`src/rtl/mult35_issue_collect_pkg.sv`:
```
// Shared constants, result record and helpers for the multiplier issue/collect wrapper.
package mult35_issue_collect_pkg;

  localparam int unsigned W_DEF       = 35;
  localparam int unsigned MUL_LAT_DEF = 17;
  localparam int unsigned TAG_W_DEF   = 4;

  typedef struct packed {
    logic [2*W_DEF-1:0] prod;
    logic [TAG_W_DEF-1:0] tag;
  } result_t;

  // Ceiling log2; clog2(1) == 0.
  function automatic int unsigned clog2(input int unsigned value);
    int unsigned res;
    longint unsigned v;
    res = 0;
    v   = 1;
    while (v < longint'(value)) begin
      v   = v << 1;
      res = res + 1;
    end
    return res;
  endfunction

endpackage

```
`src/rtl/sync_fifo_ff.sv`:
```
// Flop-based synchronous FIFO with level output; push into a full FIFO succeeds only with a pop.
module sync_fifo_ff
  import mult35_issue_collect_pkg::*;
#(
  parameter int unsigned Width = 8,
  parameter int unsigned Depth = 4
) (
  input  logic                        clk_i,
  input  logic                        rst_i,
  input  logic                        push_i,
  input  logic [Width-1:0]            wdata_i,
  input  logic                        pop_i,
  output logic [Width-1:0]            rdata_o,
  output logic                        empty_o,
  output logic                        full_o,
  output logic [clog2(Depth+1)-1:0]   level_o
);

  localparam int unsigned LvlW = clog2(Depth + 1);
  localparam int unsigned PtrW = (clog2(Depth) > 0) ? clog2(Depth) : 1;

  logic [Width-1:0] mem_q [Depth];
  logic [PtrW-1:0]  wptr_q, wptr_d;
  logic [PtrW-1:0]  rptr_q, rptr_d;
  logic [LvlW-1:0]  level_q, level_d;
  logic             do_push, do_pop;

  // Pointers wrap explicitly so non-power-of-two depths work.
  function automatic logic [PtrW-1:0] ptr_inc(input logic [PtrW-1:0] ptr);
    return (ptr == PtrW'(Depth - 1)) ? '0 : ptr + 1'b1;
  endfunction

  assign empty_o = (level_q == '0);
  assign full_o  = (level_q == LvlW'(Depth));
  assign do_pop  = pop_i & ~empty_o;
  assign do_push = push_i & (~full_o | do_pop);
  assign rdata_o = mem_q[rptr_q];
  assign level_o = level_q;

  always_comb begin
    wptr_d  = wptr_q;
    rptr_d  = rptr_q;
    level_d = level_q;
    if (do_push) wptr_d = ptr_inc(wptr_q);
    if (do_pop)  rptr_d = ptr_inc(rptr_q);
    unique case ({do_push, do_pop})
      2'b10:   level_d = level_q + 1'b1;
      2'b01:   level_d = level_q - 1'b1;
      default: level_d = level_q;
    endcase
  end

  always_ff @(posedge clk_i) begin
    if (rst_i) begin
      wptr_q  <= '0;
      rptr_q  <= '0;
      level_q <= '0;
    end else begin
      wptr_q  <= wptr_d;
      rptr_q  <= rptr_d;
      level_q <= level_d;
    end
  end

  always_ff @(posedge clk_i) begin
    if (do_push) mem_q[wptr_q] <= wdata_i;
  end

endmodule

```
`src/rtl/mult35_issue_collect.sv`:
```
// Flow-control wrapper around a fixed-latency 35x35 multiplier: credit-based issue, tagged
// delay line tracking each operation, and a result FIFO that absorbs consumer back-pressure.
module mult35_issue_collect
  import mult35_issue_collect_pkg::*;
#(
  parameter int unsigned W       = W_DEF,
  parameter int unsigned MUL_LAT = MUL_LAT_DEF,
  parameter int unsigned DEPTH   = 32,
  parameter int unsigned TAG_W   = TAG_W_DEF
) (
  input  logic                        CLK,
  input  logic                        RST,
  input  logic                        IN_VALID,
  output logic                        IN_READY,
  input  logic [W-1:0]                IN_A,
  input  logic [W-1:0]                IN_B,
  input  logic [TAG_W-1:0]            IN_TAG,
  output logic [W-1:0]                MUL_A,
  output logic [W-1:0]                MUL_B,
  input  logic [2*W-1:0]              MUL_P,
  output logic                        OUT_VALID,
  input  logic                        OUT_READY,
  output logic [2*W-1:0]              OUT_PROD,
  output logic [TAG_W-1:0]            OUT_TAG,
  output logic [clog2(DEPTH+1)-1:0]   LEVEL,
  output logic                        OVF_ERR
);

  localparam int unsigned LvlW = clog2(DEPTH + 1);
  localparam int unsigned InfW = clog2(MUL_LAT + 2);
  localparam int unsigned SumW = ((LvlW > InfW) ? LvlW : InfW) + 1;

  logic [W-1:0]     mul_a_q, mul_a_d;
  logic [W-1:0]     mul_b_q, mul_b_d;
  logic [MUL_LAT:0] vld_q, vld_d;
  logic [TAG_W-1:0] tag_q [MUL_LAT+1];
  logic [TAG_W-1:0] tag_d [MUL_LAT+1];
  logic [InfW-1:0]  inflight_q, inflight_d;
  logic             ovf_q, ovf_d;
  logic             accept, capture, pop;
  logic             fifo_empty, fifo_full;
  logic [SumW-1:0]  credit_used;
  result_t          wr_rec, rd_rec;

  // Credits count both in-flight ops and stored results, from registers only, so a capture
  // always finds room regardless of what the consumer does.
  assign credit_used = SumW'(inflight_q) + SumW'(LEVEL);
  assign IN_READY    = ~RST & (credit_used < SumW'(DEPTH));
  assign accept      = IN_VALID & IN_READY;
  assign capture     = vld_q[MUL_LAT];
  assign OUT_VALID   = ~fifo_empty;
  assign pop         = OUT_VALID & OUT_READY;

  always_comb begin
    mul_a_d    = mul_a_q;
    mul_b_d    = mul_b_q;
    inflight_d = inflight_q;
    ovf_d      = ovf_q | (capture & fifo_full & ~pop);
    if (accept) begin
      mul_a_d = IN_A;
      mul_b_d = IN_B;
    end
    vld_d    = {vld_q[MUL_LAT-1:0], accept};
    tag_d[0] = IN_TAG;
    for (int unsigned i = 1; i <= MUL_LAT; i++) begin
      tag_d[i] = tag_q[i-1];
    end
    unique case ({accept, capture})
      2'b10:   inflight_d = inflight_q + 1'b1;
      2'b01:   inflight_d = inflight_q - 1'b1;
      default: inflight_d = inflight_q;
    endcase
  end

  always_ff @(posedge CLK) begin
    if (RST) begin
      mul_a_q    <= '0;
      mul_b_q    <= '0;
      vld_q      <= '0;
      inflight_q <= '0;
      ovf_q      <= 1'b0;
      for (int unsigned i = 0; i <= MUL_LAT; i++) begin
        tag_q[i] <= '0;
      end
    end else begin
      mul_a_q    <= mul_a_d;
      mul_b_q    <= mul_b_d;
      vld_q      <= vld_d;
      inflight_q <= inflight_d;
      ovf_q      <= ovf_d;
      for (int unsigned i = 0; i <= MUL_LAT; i++) begin
        tag_q[i] <= tag_d[i];
      end
    end
  end

  assign wr_rec = '{prod: MUL_P, tag: tag_q[MUL_LAT]};

  sync_fifo_ff #(
    .Width ($bits(result_t)),
    .Depth (DEPTH)
  ) u_fifo (
    .clk_i   (CLK),
    .rst_i   (RST),
    .push_i  (capture),
    .wdata_i (wr_rec),
    .pop_i   (pop),
    .rdata_o (rd_rec),
    .empty_o (fifo_empty),
    .full_o  (fifo_full),
    .level_o (LEVEL)
  );

  assign MUL_A    = mul_a_q;
  assign MUL_B    = mul_b_q;
  assign OUT_PROD = rd_rec.prod;
  assign OUT_TAG  = rd_rec.tag;
  assign OVF_ERR  = ovf_q;

endmodule

```
`config.mk`:
```
export PLATFORM = sky130hd
export DESIGN_NAME = mult35_issue_collect
export DESIGN_NICKNAME = d
export VERILOG_FILES = /design/src/rtl/mult35_issue_collect_pkg.sv /design/src/rtl/sync_fifo_ff.sv /design/src/rtl/mult35_issue_collect.sv
export SDC_FILE = /design/constraint.sdc
export NUM_CORES = 2
export LEC_CHECK = 0
export CAP_MARGIN = 20
export CORE_MARGIN = 4
export CORE_UTILIZATION = 30
export CTS_CLUSTER_DIAMETER = 200
export CTS_CLUSTER_SIZE = 8
export DETAILED_ROUTE_END_ITERATION = 8
export SYNTH_ARGS = -nofsm -noshare
export SYNTH_HDL_FRONTEND = slang
export SYNTH_SLANG_ARGS = --single-unit
```
`constraint.sdc`:
```
create_clock -name CLK -period 6.46 [get_ports CLK]
set_clock_uncertainty 0.05 [all_clocks]
set_input_delay 0.969 -clock CLK [delete_from_list [all_inputs] [get_ports CLK]]
set_output_delay 0.969 -clock CLK [all_outputs]
set_load 0.01 [all_outputs]
```
==> out/results.ini <==
[outcome]
status=completed

[global_route]
grtUsageMet3_pct=2.911
antenna_found_initial=35
grt_pass1_wl_um=361700
grt_max_degree=123
grt-ovfl-total=0
global_route.peak_usage_layer=met2
grt_usage_pct=14.80
met2_usage_pct=24.39
met1_usage_pct=19.84
first_global_vias=50100

[yosys]
synthTopCellsByCount=edfxtp_1, mux2i_1, a22oi_1
synth.most_common_cell=edfxtp_1
synth_edf_count=2368
netlist_top_cells_area=edfxtp_1, mux4_2, mux2i_1
synth_nets=4970
netlist_instances=4800
yosysTopAreaCellShare_pct=74.11
yosys_most_used_dff=edfxtp_1
yosys_register_bits=2555
syn_area_per_cell_um2=19.99
yosysTopAreaCell=edfxtp_1
synth_cell_type_count=59
ys_seq_area_share_pct=78.01
yosysWarnings=0
netlist_area_um2=95950
ys_async_sr_fraction_pct=0

[layout]
nFillCells=28850
final_nets=5516
drive_gt1_share_pct=17.70
fin_area_um2=115100
area_growth_pct=19.96

[route]
drt_iter0_drc=4855
vias=48900
wl_per_cell_um=26.21
drc_errors=0
wl_um=252000
ant_nets=0
viasPerCell=5.085
dr.pass1.iters=6

[sta]
slew_violations=0
fin_tns_setup_ps=0
period_share_pct=88.12
whs_ps=335.3
rsz0062_at_grt=false
finalWorstSetupSlack_ps=767.3
setup_violations=0
period_minus_slack_ps=5693
timing.slew.headroom_pct=23.37
finalHoldViolations=0
worst_pin_slew_ps=1147
timing.fmax_mhz=175.7

[clock_network]
insertion_delay_ps=900
ctsHoldBuffers=0
path_clk_slew_ps=60
cts_made_buffers=361
htreeDepth=5
cts_buffer_depth=4
cts_tree=done
cts_setup_buffers=0
cts_root_buffer=clkbuf_16
cts.sinks=2555
cts_resized=0

[critical_path]
arrival_ps=4670
cp-start-kind=flop
r2r-start=u_fifo.level_o[4]$_SDFFE_PP0P_
r2r_cells=11
critPathRequiredTime_ps=5440
crit_type=flop to output port
ff2ff_setup_slack_ps=2750
worstSetupEndpointType=output port
worstReg2RegEnd=inflight_q[4]$_SDFFE_PP0P_
worstPathMaxFanout=83

[hold_path]
hold_end=tag_q[1][0]$_SDFF_PP0_
whs_path_depth=1
hold_class=flop to flop
min_from=tag_q[0][0]$_SDFF_PP0_

[power_and_ir_drop]
pwr-share-seq_pct=51.4
power_switching_mw=6.920
total_power_mw=35.26
peakVddDrop_mv=0.2221
p_clk_share_pct=47.3
powerDensity_nw_per_um2=306.3
total_leakage_power_nw=34.28
power.internal_mw=28.34
swShare_pct=19.63
combPwrFrac_pct=1.3

[place]
dpl_worst_slack_ps=1570
dpl_cell_area_um2=104500
place.gp.congestion=0.7411
place.detailed.hpwl_um=135700
numPortBuffers=300

[run]
drv_cap=0

[die]
boundaryPins=301
die-area_um2=328900
start_util_pct=30.14
die_h_um=573.5
die_w_um=573.5
core_region_area_um2=318300
fp-row-count=207

-- area by class of cell --
| type | instances | area, um2 | share of cell area, % |
|---|---|---|---|
| tap | 4180 | 5230 | 4.544 |
| clock inverter | 22 | 459.2 | 0.3990 |
| clock buffer | 424 | 9344 | 8.118 |
| timing repair buffer | 458 | 5059 | 4.395 |
| antenna | 7 | 17.52 | 0.01522 |
| sequential | 2555 | 74860 | 65.04 |
| inverter | 11 | 41.29 | 0.03587 |
| multi-input combinational | 1959 | 20080 | 17.45 |
-- power by group through the flow --
stage               registers [mW]  clock network (mW)  logic, mW
CTS                           18.1                17.1      0.406
global route                  18.1                17.8      0.494
global placement              18.4                   0      0.379
finish                        18.1                16.7      0.455
floorplan                     18.4                   0     0.0562
detailed placement            18.4                   0      0.405
-- metal layers --
metal	vias up	part of all wire (%)
li1	20680	-
met1	25990	42
met2	1812	49
met3	409	6.8
met4	10	2.8
met5	-	0.023
-- through the flow --
stage / utilization, % / std cells
2_1_floorplan: - / 4800
3_3_place_gp: 32.81 / 9127
3_5_place_dp: 32.82 / 9129
4_1_cts: 35.90 / 9575
5_1_grt: 36.16 / 9613
6_report: 36.16 / 9616
-- kinds of logic after synthesis --
group / Yosys count / share of synthesized area [%]
adders and majority gates: 22 / 0.3025
DFF: 2555 / 78.01
AOI/OAI and AO/OA: 527 / 3.919
xor gates and xnor gates: 7 / 0.06390
muxes: 844 / 13.34
and+or+nand+nor: 559 / 2.934
buffers and inverters: 286 / 1.421
-- registers in the layout, indices dropped and copies added (netlist names), named ones only --
name,flops
u_fifo.level_o,6
OVF_ERR,1
u_fifo.wptr_q,5
tag_q,72
inflight_q,5
MUL_B,35
MUL_A,35
u_fifo.rptr_q,5
vld_q,18
u_fifo.mem_q,2368
-- layout by cell type (no fill, tap or decap), drive strengths merged, types with 89 or more instances in the layout --
cell type,count
nand2,159
clkdlybuf4s50,299
mux4,348
edfxtp,2368
mux2i,495
dfxtp,187
nand3,140
a22oi,381
clkbuf,438
a21oi,89
buf,145
nor2b,106
-- critical path, cell delays in order, from the launching register on --
cell	delay [ps]
dfxtp_4	780
buf_12	520
and2_4	830
buf_4	480
a22oi_1	280
nand4_1	280
clkdlybuf4s50_1	600
-- worst max-delay path by stage --
stage                                                to  slack, ps  cells after the start
after CTS                                  OUT_PROD[28]        600                      6
after detailed placement                   OUT_PROD[62]       1570                      6
after global placement                     OUT_PROD[62]       1560                      6
after global routing                       OUT_PROD[28]        500                      6
after floorplan           u_fifo.mem_q[31][0]$_DFFE_PP_       1370                      4
final                                      OUT_PROD[62]        770                      6
(Power assumes the default switching activity.)
